### src/rtl/key_press_gen.sv
// ---------------------------------------------------------------------------
// key_press_gen
//
// Mechanical key emulator. A one-cycle request makes the block drive an
// active-low key line through three phases:
//   press bounce   : 2*BOUNCE_CNT segments of BOUNCE_PERIOD cycles each,
//                    starting low and alternating low/high
//   hold           : HOLD_CYCLES cycles of steady low
//   release bounce : 2*BOUNCE_CNT segments of BOUNCE_PERIOD cycles each,
//                    starting high and alternating high/low
// Then the line returns high and done pulses for one cycle.
// With BOUNCE_CNT = 0 both bounce phases vanish and the press is a clean
// low pulse of HOLD_CYCLES cycles.
//
// Parameters:
//   BOUNCE_PERIOD  cycles per bounce segment, must be >= 1
//   BOUNCE_CNT     bounce pulses per edge, 0 gives clean edges
//   HOLD_CYCLES    cycles of stable low between bounce phases, must be >= 1
//
// Ports:
//   sys_clk    in   system clock, rising edge
//   sys_rst    in   synchronous reset, active-high
//   press_req  in   one-cycle request for a full press/release
//   key_out    out  emulated key line, active-low, idles high
//   busy       out  high while a press sequence is running
//   done       out  one-cycle pulse in the first idle cycle after a sequence
// ---------------------------------------------------------------------------
module key_press_gen #(
  parameter logic [23:0] BOUNCE_PERIOD = 24'd50000,
  parameter logic [3:0]  BOUNCE_CNT    = 4'd3,
  parameter logic [23:0] HOLD_CYCLES   = 24'd2000000
) (
  input  logic sys_clk,
  input  logic sys_rst,
  input  logic press_req,
  output logic key_out,
  output logic busy,
  output logic done
);

  typedef enum logic [1:0] {
    IDLE      = 2'd0,
    PRESS_BNC = 2'd1,
    HOLD      = 2'd2,
    REL_BNC   = 2'd3
  } state_t;

  // Terminal values of the cycle counter and the segment index. The cycle
  // counter runs 0..LAST within a segment or phase and is reloaded with 0 at
  // every boundary. SEG_IDX_LAST underflows when BOUNCE_CNT is 0, but the
  // bounce states are never entered in that case.
  localparam logic [23:0] SEG_LAST     = BOUNCE_PERIOD - 24'd1;
  localparam logic [23:0] HOLD_LAST    = HOLD_CYCLES - 24'd1;
  localparam logic [4:0]  SEG_IDX_LAST = {BOUNCE_CNT, 1'b0} - 5'd1;
  localparam logic        NO_BOUNCE    = (BOUNCE_CNT == 4'd0);

  state_t      state;
  state_t      state_next;
  logic [23:0] cnt;
  logic [23:0] cnt_next;
  logic [4:0]  seg;
  logic [4:0]  seg_next;
  logic        key_next;
  logic        busy_next;
  logic        done_next;

  // State, counters and all outputs are registered together, so the outputs
  // always describe the state the machine is currently in.
  always_ff @(posedge sys_clk) begin
    if (sys_rst) begin
      state   <= IDLE;
      cnt     <= '0;
      seg     <= '0;
      key_out <= 1'b1;
      busy    <= 1'b0;
      done    <= 1'b0;
    end else begin
      state   <= state_next;
      cnt     <= cnt_next;
      seg     <= seg_next;
      key_out <= key_next;
      busy    <= busy_next;
      done    <= done_next;
    end
  end

  // Sequencing. Requests are only looked at in IDLE, which includes the done
  // cycle, so a request arriving in the done cycle starts a new sequence on
  // the next edge while requests during a sequence are simply dropped.
  always_comb begin
    state_next = state;
    cnt_next   = cnt;
    seg_next   = seg;
    done_next  = 1'b0;

    case (state)
      IDLE: begin
        if (press_req) begin
          cnt_next   = '0;
          seg_next   = '0;
          state_next = NO_BOUNCE ? HOLD : PRESS_BNC;
        end
      end

      PRESS_BNC: begin
        if (cnt == SEG_LAST) begin
          cnt_next = '0;
          if (seg == SEG_IDX_LAST) begin
            seg_next   = '0;
            state_next = HOLD;
          end else begin
            seg_next = seg + 5'd1;
          end
        end else begin
          cnt_next = cnt + 24'd1;
        end
      end

      HOLD: begin
        if (cnt == HOLD_LAST) begin
          cnt_next = '0;
          seg_next = '0;
          if (NO_BOUNCE) begin
            state_next = IDLE;
            done_next  = 1'b1;
          end else begin
            state_next = REL_BNC;
          end
        end else begin
          cnt_next = cnt + 24'd1;
        end
      end

      REL_BNC: begin
        if (cnt == SEG_LAST) begin
          cnt_next = '0;
          if (seg == SEG_IDX_LAST) begin
            seg_next   = '0;
            state_next = IDLE;
            done_next  = 1'b1;
          end else begin
            seg_next = seg + 5'd1;
          end
        end else begin
          cnt_next = cnt + 24'd1;
        end
      end

      default: begin
        state_next = IDLE;
        cnt_next   = '0;
        seg_next   = '0;
      end
    endcase
  end

  // Output decode from the upcoming state and segment. Press bounce starts
  // low on even segments, release bounce starts high on even segments, so the
  // line level is just the segment parity (inverted for release).
  always_comb begin
    key_next  = 1'b1;
    busy_next = 1'b1;

    case (state_next)
      IDLE: begin
        key_next  = 1'b1;
        busy_next = 1'b0;
      end
      PRESS_BNC: key_next = seg_next[0];
      HOLD:      key_next = 1'b0;
      REL_BNC:   key_next = ~seg_next[0];
      default: begin
        key_next  = 1'b1;
        busy_next = 1'b0;
      end
    endcase
  end

endmodule

### config.mk
export PLATFORM = sky130hd
export DESIGN_NAME = key_press_gen
export DESIGN_NICKNAME = d
export VERILOG_FILES = /design/src/rtl/key_press_gen.sv
export SDC_FILE = /design/constraint.sdc
export NUM_CORES = 1
export LEC_CHECK = 0
export BUFFER_PORTS_ARGS = -buffer_cell sky130_fd_sc_hd__clkbuf_2
export CORE_ASPECT_RATIO = 0.75
export CORE_MARGIN = 8
export CORE_UTILIZATION = 30
export CTS_BUF_LIST = sky130_fd_sc_hd__clkbuf_8
export DETAILED_ROUTE_END_ITERATION = 8
export GPL_TIMING_DRIVEN = 0
export SLEW_MARGIN = 20
export SYNTH_ARGS = -nofsm -noshare
export SYNTH_HDL_FRONTEND = slang
export SYNTH_SLANG_ARGS = --single-unit
### constraint.sdc
create_clock -name sys_clk -period 2.3 [get_ports sys_clk]
set_clock_uncertainty 0.05 [all_clocks]
set_input_delay 0.69 -clock sys_clk [delete_from_list [all_inputs] [get_ports sys_clk]]
set_output_delay 0.69 -clock sys_clk [all_outputs]
set_load 0.005 [all_outputs]
## Word level (Yosys, flattened, before mapping)

Cells that the tools add are included.

| storage, ports and cells | value |
|---|---|
| register bits after elaboration | 34 |
| bits of input ports | 3 |

| cells by class | value |
|---|---|
| $add $sub $neg | 2 |
| equal/unequal tests | 12 |
| multiplexer cells | 19 |
| bitwise gates (word level) | 3 |
| reduce and logical (&&, ||, !) cells | 5 |

Operators with widths:

| kind | number |
|---|---|
| $mux 24 | 3 |
| $pmux 24 s3 | 1 |
| $add 24x1->24 const B | 1 |
| $eq 24x16->1 const B | 1 |
| $eq 24x21->1 const B | 1 |
| $mux 5 | 4 |
| $pmux 5 s3 | 1 |
| $mux 2 | 6 |
| $eq 2x2->1 const B | 4 |
| $pmux 2 s4 | 1 |
| $add 5x1->5 const B | 1 |
| $eq 5x3->1 const B | 1 |
| $eq 2x1->1 const B | 2 |
| $logic_not 2->1 | 2 |
| $ne 2x2->1 const B | 2 |
| $pmux 1 s4 | 1 |
| $not 1->1 | 3 |
| $reduce_and 3->1 | 1 |
| $reduce_or 3->1 | 1 |
| $mux 1 | 2 |
| $ne 2x1->1 const B | 1 |
| $reduce_or 2->1 | 1 |

## Depth between registers and ports, before layout

Gate-level depths: netlist of the first run.

| depth | value |
|---|---|
| depth in word-level cells | 6 |
| mapped depth | 7 |
| mapped depth without buffers | 7 |

## Worst setup path before layout of the first run

No wires, ideal clock.

| timing path | value |
|---|---|
| kind | register -> register |
| start | reg cnt[0] |
| end | reg cnt[18] |
| data arrival time | 1.898 ns |
| required time | 2.122 ns |
| setup slack | 0.224 ns |
| cell stages (with the launch flop) | 8 |
| path buffers | 1 |
| clock period less this slack | 2.076 ns |
| path through | dfxtp_1 > ha_1 > nand3_2 > or4_1 > buf_2 > or4_4 > o2111ai_2 > o211ai_2 |

| on the way | value |
|---|---|
| cells in the longest elaborated chain, start to end | 3 |
| elaborated cells on any way between the ends | 6 |
| those cells by class | add/sub (1); eq/ne (2); mux (3) |

RTL lines:

| what | RTL line | text |
|---|---|---|
| start: declaration | 59 | `logic [23:0] cnt;` |
| start signal: assignment | 79 | `cnt <= cnt_next;` |
| $add 24x1->24 (tied with other cells) | 115, 130, 145 |  |
| $mux 24, on equally long branches | 106, 135, 120 |  |
| $pmux 24 s3 * | 96 | `case (state)` |

Mark *: on every way between the ends. The rest lies on a longest branch, timed or not.
A chain may end at the register's enable or synchronous reset.

## Worst setup path in the final report of the first run

| timing path | value |
|---|---|
| start | reg cnt[14] |
| end | reg seg[3] |

| on the way | value |
|---|---|
| cells in the longest elaborated chain, start to end | 3 |
| elaborated cells on any way between the ends | 5 |
| those cells by class | eq/ne (4); reduce/logical (1) |

RTL lines:

| what | RTL line | text |
|---|---|---|
| $eq 24x21->1 or $eq 24x16->1 (tied branches) | 120, 106, 135 |  |
| $ne 2x2->1 (no source line) or $ne 2x1->1 (tied branches) | - |  |
| $reduce_and 3->1 (no source line) * | - |  |
| end signal: assignment | 80 | `seg <= seg_next;` |
| end: declaration | 61 | `logic [4:0] seg;` |

Marked as above.

==> results of run 1 <==
## metal layers
| layer | GRT usage | up-vias | share of wire |
|---|---|---|---|
| met4 | 0.0313 | 0 | 0.012 |
| met1 | 0.178 | 1009 | 0.55 |
| met2 | 0.166 | 41 | 0.40 |
| met3 | 0.0261 | 8 | 0.040 |
| li1 | - | 1064 | - |
| met5 | 0 | - | 0 |
## stage by stage
stage	instance area (µm²)	power (mW)	setup WS [ns]
after global placement	2310	0.714	-0.344
final	2480	1.25	0.120
after CTS	2430	1.25	0.0152
after global routing	2480	1.30	0.00600
after floorplan	2170	0.685	0.224
after detailed placement	2310	0.716	-0.320
## power breakdown
group | internal (mW) | switching [mW] | leakage (nW) | total (mW)
Clock | 0.303 | 0.236 | 0.0575 | 0.539
Combinational | 0.0301 | 0.0681 | 0.452 | 0.0982
Sequential | 0.599 | 0.0110 | 0.276 | 0.610
## timing repair
action	in CTS	in global routing
endpoints found under the setup margin	10	23
pin swaps	0	3
resized for setup	1	11
hold buffers	0	0
cloned	0	0
hold endpoints to repair	0	0
buffers inserted	0	3
## sequential cells by signal (all words and copies together), names as in the netlist
name and cells:
seg 5, key_out 1, done 1, state 2
cnt 24, busy 1
## how the worst max path moves through the flow
stage | endpoint | slack [ns] | cells past startpoint
finish | seg[3]$_SDFFE_PP0P_ | 0.12 | 7
global route | cnt[20]$_SDFFE_PP0P_ | 0.006 | 6
CTS | cnt[18]$_SDFFE_PP0P_ | 0.02 | 7
detailed placement | cnt[20]$_SDFFE_PP0P_ | -0.32 | 7
global placement | cnt[20]$_SDFFE_PP0P_ | -0.34 | 7
floorplan | cnt[18]$_SDFFE_PP0P_ | 0.22 | 7
## layout make-up
type                            instances  area [µm²]  share of cell area
Buffer                                 21         101              0.0409
Clock buffer                            8         110              0.0444
Inverter                               11        41.3              0.0167
Multi-Input combinational cell        206        1370               0.553
Sequential cell                        34         686               0.277
Tap cell                              101         126              0.0510
Timing Repair Buffer                    7        42.5              0.0172
## cell usage after synthesis, types with 2 or more instances
library cell | instances | area [µm²]
a22oi_1 | 3 | 22.5
o31a_2 | 2 | 20.0
inv_1 | 10 | 37.5
nor3_1 | 10 | 50.1
nand2_1 | 40 | 150
or3_1 | 2 | 12.5
ha_1 | 3 | 37.5
nand4_1 | 8 | 50.1
dfxtp_1 | 34 | 681
nor2b_1 | 2 | 12.5
o31a_1 | 4 | 35.0
a211oi_1 | 4 | 30.0
nand3_1 | 11 | 55.1
or4_1 | 3 | 22.5
a311oi_1 | 4 | 35.0
and2_1 | 4 | 25.0
a41oi_1 | 2 | 17.5
nor2_1 | 16 | 60.1
and3_1 | 4 | 25.0
or4_4 | 2 | 22.5
o22ai_1 | 2 | 12.5
o2111ai_1 | 6 | 52.6
o21a_1 | 3 | 22.5
o211ai_1 | 10 | 75.1
nand3_2 | 2 | 20.0
nand2b_1 | 4 | 25.0
a21oi_1 | 8 | 40.0
and4_1 | 2 | 17.5
clkbuf_1 | 10 | 37.5
nor4_1 | 10 | 62.6
o221ai_1 | 9 | 78.8
buf_2 | 9 | 45.0
o21ai_0 | 5 | 25.0
nor4_2 | 4 | 50.1
xnor2_1 | 3 | 26.3
## logic make-up after synthesis
| logic type | count (synthesis) |
|---|---|
| compound gates | 68 |
| flops | 34 |
| xor+xnor | 3 |
| simple gates | 132 |
| fa+ha+maj | 3 |
| buf+inv | 32 |
==> impl_metrics.json, run 1 <==
{
  "synth_compound_area_frac": 0.246,
  "worst-r2r-cell-count": 7,
  "cts_root_buffer": "clkbuf_8",
  "ys_dominant_reg_cell": "dfxtp_1",
  "synthAdderAreaFrac": 0.0173,
  "outcome": "completed",
  "path_buf_inv": 2,
  "drt_iter0_markers": 151,
  "reg2reg_to": "seg[3]$_SDFFE_PP0P_",
  "numCtsBuffers": 5,
  "globalRouteTotalUtil": 0.119,
  "overflow": 0,
  "layoutNonFillerInstCount": 388,
  "grt_pass1_vias": 1836,
  "synth.avg_cell_area_um2": 7.97,
  "dp_hpwl_um": 4180,
  "vias": 2122,
  "whs_path_depth": 1,
  "ys_warn_count": 0,
  "min_path_type": "reg -> reg",
  "synth_top_family_by_area": "simple AND/OR/NAND/NOR gates",
  "antenna_found_initial": 0,
  "layout_common_cells": "nand2_1 (40), dfxtp_1 (32), nor2_1 (15)",
  "grt_pass1_wl_um": 9630,
  "first_pass_iters": 4,
  "io_pins": 6,
  "fmax_mhz": 459,
  "crit_start": "cnt[14]$_SDFFE_PP0P_",
  "critPathRequiredTime_ns": 2.40,
  "fillers": 804,
  "ys_types": 52,
  "final_common_cell": "nand2_1",
  "wire_per_inst_um": 15.0,
  "maxCapViolations": 0,
  "clock_path_buffers": 2,
  "yosys-mux-area-fraction": 0,
  "start_util": 0.303,
  "hold_start": "seg[4]$_SDFFE_PP0P_",
  "finalMaxSlewViolations": 0,
  "syn-cell-area_um2": 2170,
  "r2r_slack_ns": 0.12,
  "peakVddDrop_mv": 0.208,
  "coreArea_um2": 7160,
  "path_clk_slew_ns": 0.08,
  "critPathCaptureType": "flop",
  "synth-async-reset-ratio": 0,
  "arrival_ns": 2.28,
  "viasPerCell": 5.47,
  "worstSetupPathType": "reg -> reg",
  "cp_slowest_stage_delay_ns": 0.39,
  "relSlewSlack": 0.557,
  "synth_xor_area_frac": 0.0121,
  "min_period_ns": 2.18,
  "syn-num-nets": 278,
  "n_antenna_cell": 0,
  "critPathSlowestCell": "nor4_2",
  "synth_cells": 272,
  "hold_viol_final": 0,
  "gp_congestion": 0.850,
  "synth-seq-cells": 34,
  "place_inst": 377,
  "place.port_buffers": 4,
  "drc": 0,
  "drive_gt1_frac": 0.181,
  "final_nets": 292,
  "power_density_nw_per_um2": 503,
  "utilization": 0.346,
  "die_h_um": 89.6,
  "num_rows": 27,
  "die_x_um": 114,
  "worstHoldEndpoint": "seg[4]$_SDFFE_PP0P_",
  "period_share": 0.948,
  "syn2layout_area_growth_pct": 14.3,
  "htree_levels": 2,
  "startpoint_type": "flop",
  "cts.sinks": 34,
  "die_area_um2": 10200,
  "rsz0062_at_grt": "no",
  "synth-simple-area-share": 0.346,
  "cts_tree": "yes",
  "rr_startpoint": "cnt[14]$_SDFFE_PP0P_",
  "wl_um": 5820,
  "cp_cell_sequence": "clkbuf_2 -> or3b_1 -> nor4_2 -> a21oi_2 -> buf_2 -> a211oi_1 -> a311oi_1",
  "worstMarginPinSlew_ns": 0.660,
  "holdWs_ns": 0.433,
  "cellLeakagePower_nw": 0.786,
  "setup_tns_ns": 0,
  "clock_latency_ns": 0.29,
  "setup_viol": 0,
  "antenna_left": 0,
  "ys_seq_area_frac": 0.314,
  "synth_edf_count": 0,
  "grt_max_degree": 11,
  "path_max_fanout": 10,
  "path_delay_family": "simple AND/OR/NAND/NOR gates"
}
No activity file was read; power rests on OpenSTA's default activity.
==> run 2, diff against run 1 <==
- GPL_TIMING_DRIVEN: 0 -> not set
- MAX_ROUTING_LAYER: not set -> met4
- clock period: 2.3 -> 2.8 ns (I/O delays scaled with it)
==> impl_metrics.json, run 2 (synthesized netlist as in run 1, its figures left out) <==
{
  "outcome": "completed",
  "worstMarginPinSlew_ns": 0.835,
  "post_cts_buffers": 0,
  "numCtsBuffers": 5,
  "critPathCaptureType": "flop",
  "wire_per_inst_um": 14.6,
  "coreArea_um2": 7160,
  "reg_top3": "cnt x24, seg x5, state x2",
  "pwr-share-clk": 0.395,
  "cts_resized": 0,
  "vias": 2080,
  "setup_tns_ns": 0,
  "hold_viol_final": 0,
  "cts_root_buffer": "clkbuf_8",
  "drt_iter0_markers": 181,
  "worstSetupPathType": "reg -> reg",
  "pre_cts_ws_ns": 0.402,
  "grt_pass1_vias": 1853,
  "power.total_mw": 0.953,
  "cts_tree": "yes",
  "layout_common_cells": "nand2_1 (40), dfxtp_1 (34), nor2_1 (16)",
  "largest_reg_flops": 24,
  "crit_start": "cnt[0]$_SDFFE_PP0P_",
  "p_sw_mw": 0.240,
  "start_util": 0.303,
  "dp_hpwl_um": 3910,
  "place.port_buffers": 5,
  "setup_viol": 0,
  "largest_register": "cnt",
  "netSwitchingFraction": 0.252,
  "htree_levels": 2,
  "grt_max_degree": 23,
  "cts.sinks": 34,
  "antenna_found_initial": 0,
  "die_area_um2": 10200,
  "fillers": 766,
  "io_pins": 6,
  "rr_startpoint": "cnt[0]$_SDFFE_PP0P_",
  "maxCapViolations": 0,
  "num_rows": 27,
  "clock_latency_ns": 0.28,
  "critPathRequiredTime_ns": 2.96,
  "period_share": 0.869,
  "path_clk_slew_ns": 0.07,
  "viasPerCell": 5.56,
  "grt_pass1_wl_um": 9460,
  "startpoint_type": "flop",
  "power_density_nw_per_um2": 399,
  "final_common_cell": "nand2_1",
  "relSlewSlack": 0.443,
  "seqPwrFrac": 0.526,
  "syn2layout_area_growth_pct": 10.3,
  "clock_path_buffers": 2,
  "drc": 0,
  "combPwrFrac": 0.079,
  "peakVddDrop_mv": 0.175,
  "wl_um": 5450,
  "hold_start": "seg[4]$_SDFFE_PP0P_",
  "die_h_um": 89.6,
  "path_max_fanout": 21,
  "min_path_type": "reg -> reg",
  "drive_gt1_frac": 0.147,
  "layout_setup_ws_ns": 0.368,
  "postPlaceCellArea_um2": 2290,
  "gp_congestion": 0.847,
  "globalRouteTotalUtil": 0.120,
  "arrival_ns": 2.59,
  "rsz0062_at_grt": "no",
  "final_area_um2": 2390,
  "p_int_mw": 0.713,
  "finalMaxSlewViolations": 0,
  "overflow": 0,
  "fmax_mhz": 411,
  "cts_hold_buf": 0,
  "final_nets": 278,
  "antenna_left": 0,
  "n_antenna_cell": 0,
  "r2r_slack_ns": 0.37,
  "cellLeakagePower_nw": 0.741,
  "first_pass_iters": 4,
  "utilization": 0.334,
  "die_x_um": 114,
  "min_period_ns": 2.43
}
## run 2: cell count changes in the layout (fill, tap and decap cells not counted), sizes merged
cell	before	now
clkinv	1	2
clkbuf	23	11
inv	10	11
buf	13	9
## run 2: path summary, 6_finish.rpt
check | end | cells after the start
setup / recovery | cnt[6]$_SDFFE_PP0P_ | 7
hold / removal | seg[4]$_SDFFE_PP0P_ | 1
setup reg to reg | cnt[6]$_SDFFE_PP0P_ | 7
hold reg to reg | seg[4]$_SDFFE_PP0P_ | 1
## run 2: metal layers
layer | wire (µm) | track usage
met1 | 2870 | 0.174
met2 | 2200 | 0.159
met3 | 320 | 0.0261
met4 | 49 | 0.0349
met5 | 0 | -
## run 2: cell type report
type | instances | area (µm²) | share of cell area
multi-input cells | 206 | 1360 | 0.568
inverters | 11 | 41.3 | 0.0173
flip-flops and latches | 34 | 681 | 0.285
well taps | 101 | 126 | 0.0529
repair buffers | 14 | 92.6 | 0.0387
clock buffers | 6 | 82.6 | 0.0346
clock inverters | 2 | 8.76 | 0.00366
## run 2: per-stage QoR
| step | hold WS [ns] | std cells |
|---|---|---|
| final | 0.438 | 374 |
| after global placement | 0.411 | 366 |
| after floorplan | 0.393 | 272 |
| after detailed placement | 0.422 | 366 |
| after global routing | 0.473 | 374 |
| after CTS | 0.435 | 374 |
## run 2: power groups by stage
stage	Combinational (mW)	Sequential [mW]	Clock (mW)
floorplan	0.0539	0.509	0
global placement	0.0740	0.513	0
detailed placement	0.0746	0.512	0
CTS	0.0749	0.501	0.388
global route	0.0831	0.503	0.417
finish	0.0755	0.501	0.376
## run 2: critical path, cell delays in order, from the launching register on
cell and delay (ns):
dfxtp_1 0.35, ha_1 0.25, and3_1 0.26, nand4_1 0.14, o21a_1 0.68, buf_4 0.33
o211ai_1 0.11, a22oi_1 0.18
==> run 3, diff against run 2 <==
- CTS_BUF_LIST: sky130_fd_sc_hd__clkbuf_8 -> sky130_fd_sc_hd__clkbuf_4 sky130_fd_sc_hd__clkbuf_8
==> impl_metrics.json, run 3 (synthesized netlist as in run 1, its figures left out) <==
{
  "cts.sinks": 34,
  "cts_root_buffer": "clkbuf_8",
  "setup_tns_ns": 0,
  "die_x_um": 114,
  "reg_top3": "cnt x24, seg x5, state x2",
  "globalRouteTotalUtil": 0.120,
  "syn2layout_area_growth_pct": 10.5,
  "worstSetupPathType": "reg -> reg",
  "drc": 0,
  "die_area_um2": 10200,
  "first_pass_iters": 4,
  "hold_start": "seg[4]$_SDFFE_PP0P_",
  "htree_levels": 2,
  "finalMaxSlewViolations": 0,
  "path_clk_slew_ns": 0.07,
  "seqPwrFrac": 0.518,
  "hold_viol_final": 0,
  "wire_per_inst_um": 14.6,
  "viasPerCell": 5.60,
  "netSwitchingFraction": 0.250,
  "p_sw_mw": 0.242,
  "r2r_slack_ns": 0.36,
  "pwr-share-clk": 0.404,
  "layout_common_cells": "nand2_1 (40), dfxtp_1 (34), nor2_1 (16)",
  "drive_gt1_frac": 0.150,
  "grt_pass1_vias": 1846,
  "critPathRequiredTime_ns": 2.91,
  "utilization": 0.334,
  "grt_pass1_wl_um": 9440,
  "fmax_mhz": 409,
  "reg2reg_to": "cnt[4]$_SDFFE_PP0P_",
  "startpoint_type": "flop",
  "post_cts_buffers": 0,
  "p_int_mw": 0.726,
  "drt_iter0_markers": 172,
  "final_area_um2": 2390,
  "wl_um": 5470,
  "postPlaceCellArea_um2": 2290,
  "start_util": 0.303,
  "antenna_left": 0,
  "coreArea_um2": 7160,
  "io_pins": 6,
  "power_density_nw_per_um2": 404,
  "period_share": 0.873,
  "relSlewSlack": 0.430,
  "gp_congestion": 0.847,
  "overflow": 0,
  "place.port_buffers": 5,
  "arrival_ns": 2.55,
  "num_rows": 27,
  "holdWs_ns": 0.439,
  "worst-r2r-cell-count": 5,
  "min_path_type": "reg -> reg",
  "die_h_um": 89.6,
  "critPathCaptureType": "flop",
  "worstMarginPinSlew_ns": 0.856,
  "final-seq-area_um2": 681,
  "combPwrFrac": 0.078,
  "peakVddDrop_mv": 0.175,
  "final_nets": 278,
  "maxCapViolations": 0,
  "cts_resized": 0,
  "setup_viol": 0,
  "rr_startpoint": "cnt[11]$_SDFFE_PP0P_",
  "whs_path_depth": 1,
  "cts_tree": "yes",
  "n_antenna_cell": 0,
  "vias": 2093,
  "path_max_fanout": 21,
  "numCtsBuffers": 5,
  "outcome": "completed",
  "clock_latency_ns": 0.29,
  "pre_cts_ws_ns": 0.402,
  "final_common_cell": "nand2_1",
  "rsz0062_at_grt": "no",
  "cellLeakagePower_nw": 0.740,
  "grt_max_degree": 23,
  "worstHoldEndpoint": "seg[4]$_SDFFE_PP0P_",
  "largest_register": "cnt",
  "cts_hold_buf": 0,
  "fillers": 765,
  "largest_reg_flops": 24,
  "dp_hpwl_um": 3910,
  "antenna_found_initial": 0,
  "multi_input_area_um2": 1360,
  "min_period_ns": 2.44,
  "clock_path_buffers": 2,
  "layout_setup_ws_ns": 0.356
}
==> run 3: cell types whose count changed in the layout (fill, tap and decap cells not counted) <==
cell | before | now
clkbuf_4 | 0 | 1
inv_1 | 11 | 10
==> run 3: worst max path at each step <==
stage | end | slack (ns) | startpoint | depth (start not counted)
6_report | cnt[4]$_SDFFE_PP0P_ | 0.36 | cnt[11]$_SDFFE_PP0P_ | 5
5_1_grt | cnt[6]$_SDFFE_PP0P_ | 0.19 | cnt[0]$_SDFFE_PP0P_ | 7
4_1_cts | cnt[6]$_SDFFE_PP0P_ | 0.37 | cnt[7]$_SDFFE_PP0P_ | 6
3_5_place_dp | cnt[4]$_SDFFE_PP0P_ | 0.40 | cnt[11]$_SDFFE_PP0P_ | 5
3_3_place_gp | cnt[6]$_SDFFE_PP0P_ | 0.45 | cnt[7]$_SDFFE_PP0P_ | 6
2_1_floorplan | cnt[20]$_SDFFE_PP0P_ | 0.67 | press_req | 6
==> run 3: layout make-up <==
type | instances | area share
timing repair buffer | 14 | 0.0387
clock inverter | 1 | 0.00209
clock buffer | 7 | 0.0376
inverter | 11 | 0.0173
sequential | 34 | 0.284
multi-input combinational | 206 | 0.567
tap | 101 | 0.0528
==> run 3: critical path, stage by stage, from the launching register on <==
cell and delay, ns:
dfxtp_1 0.37, nor4_2 0.48, nand3_2 0.25, o21a_1 0.54, o21ai_2 0.46, o21ai_0 0.16
==> run 3: per-stage QoR <==
stage / total power [mW] / std cells
2_1_floorplan: 0.563 / 272
3_3_place_gp: 0.587 / 366
3_5_place_dp: 0.587 / 366
4_1_cts: 0.977 / 374
5_1_grt: 1.02 / 374
6_report: 0.968 / 374
==> run 3: routing by layer <==
layer,up-vias,global-route usage,part of all wire
li1,1039,-,-
met1,1005,0.173,0.53
met2,43,0.159,0.40
met3,6,0.0261,0.052
met4,0,0.0349,0.011
met5,-,-,0
==> run 3: power by group through the flow <==
stage	sequential, mW	clock, mW	combinational [mW]
5_1_grt	0.503	0.429	0.0831
3_3_place_gp	0.513	0	0.0740
6_report	0.501	0.391	0.0753
2_1_floorplan	0.509	0	0.0539
3_5_place_dp	0.512	0	0.0746
4_1_cts	0.501	0.401	0.0749
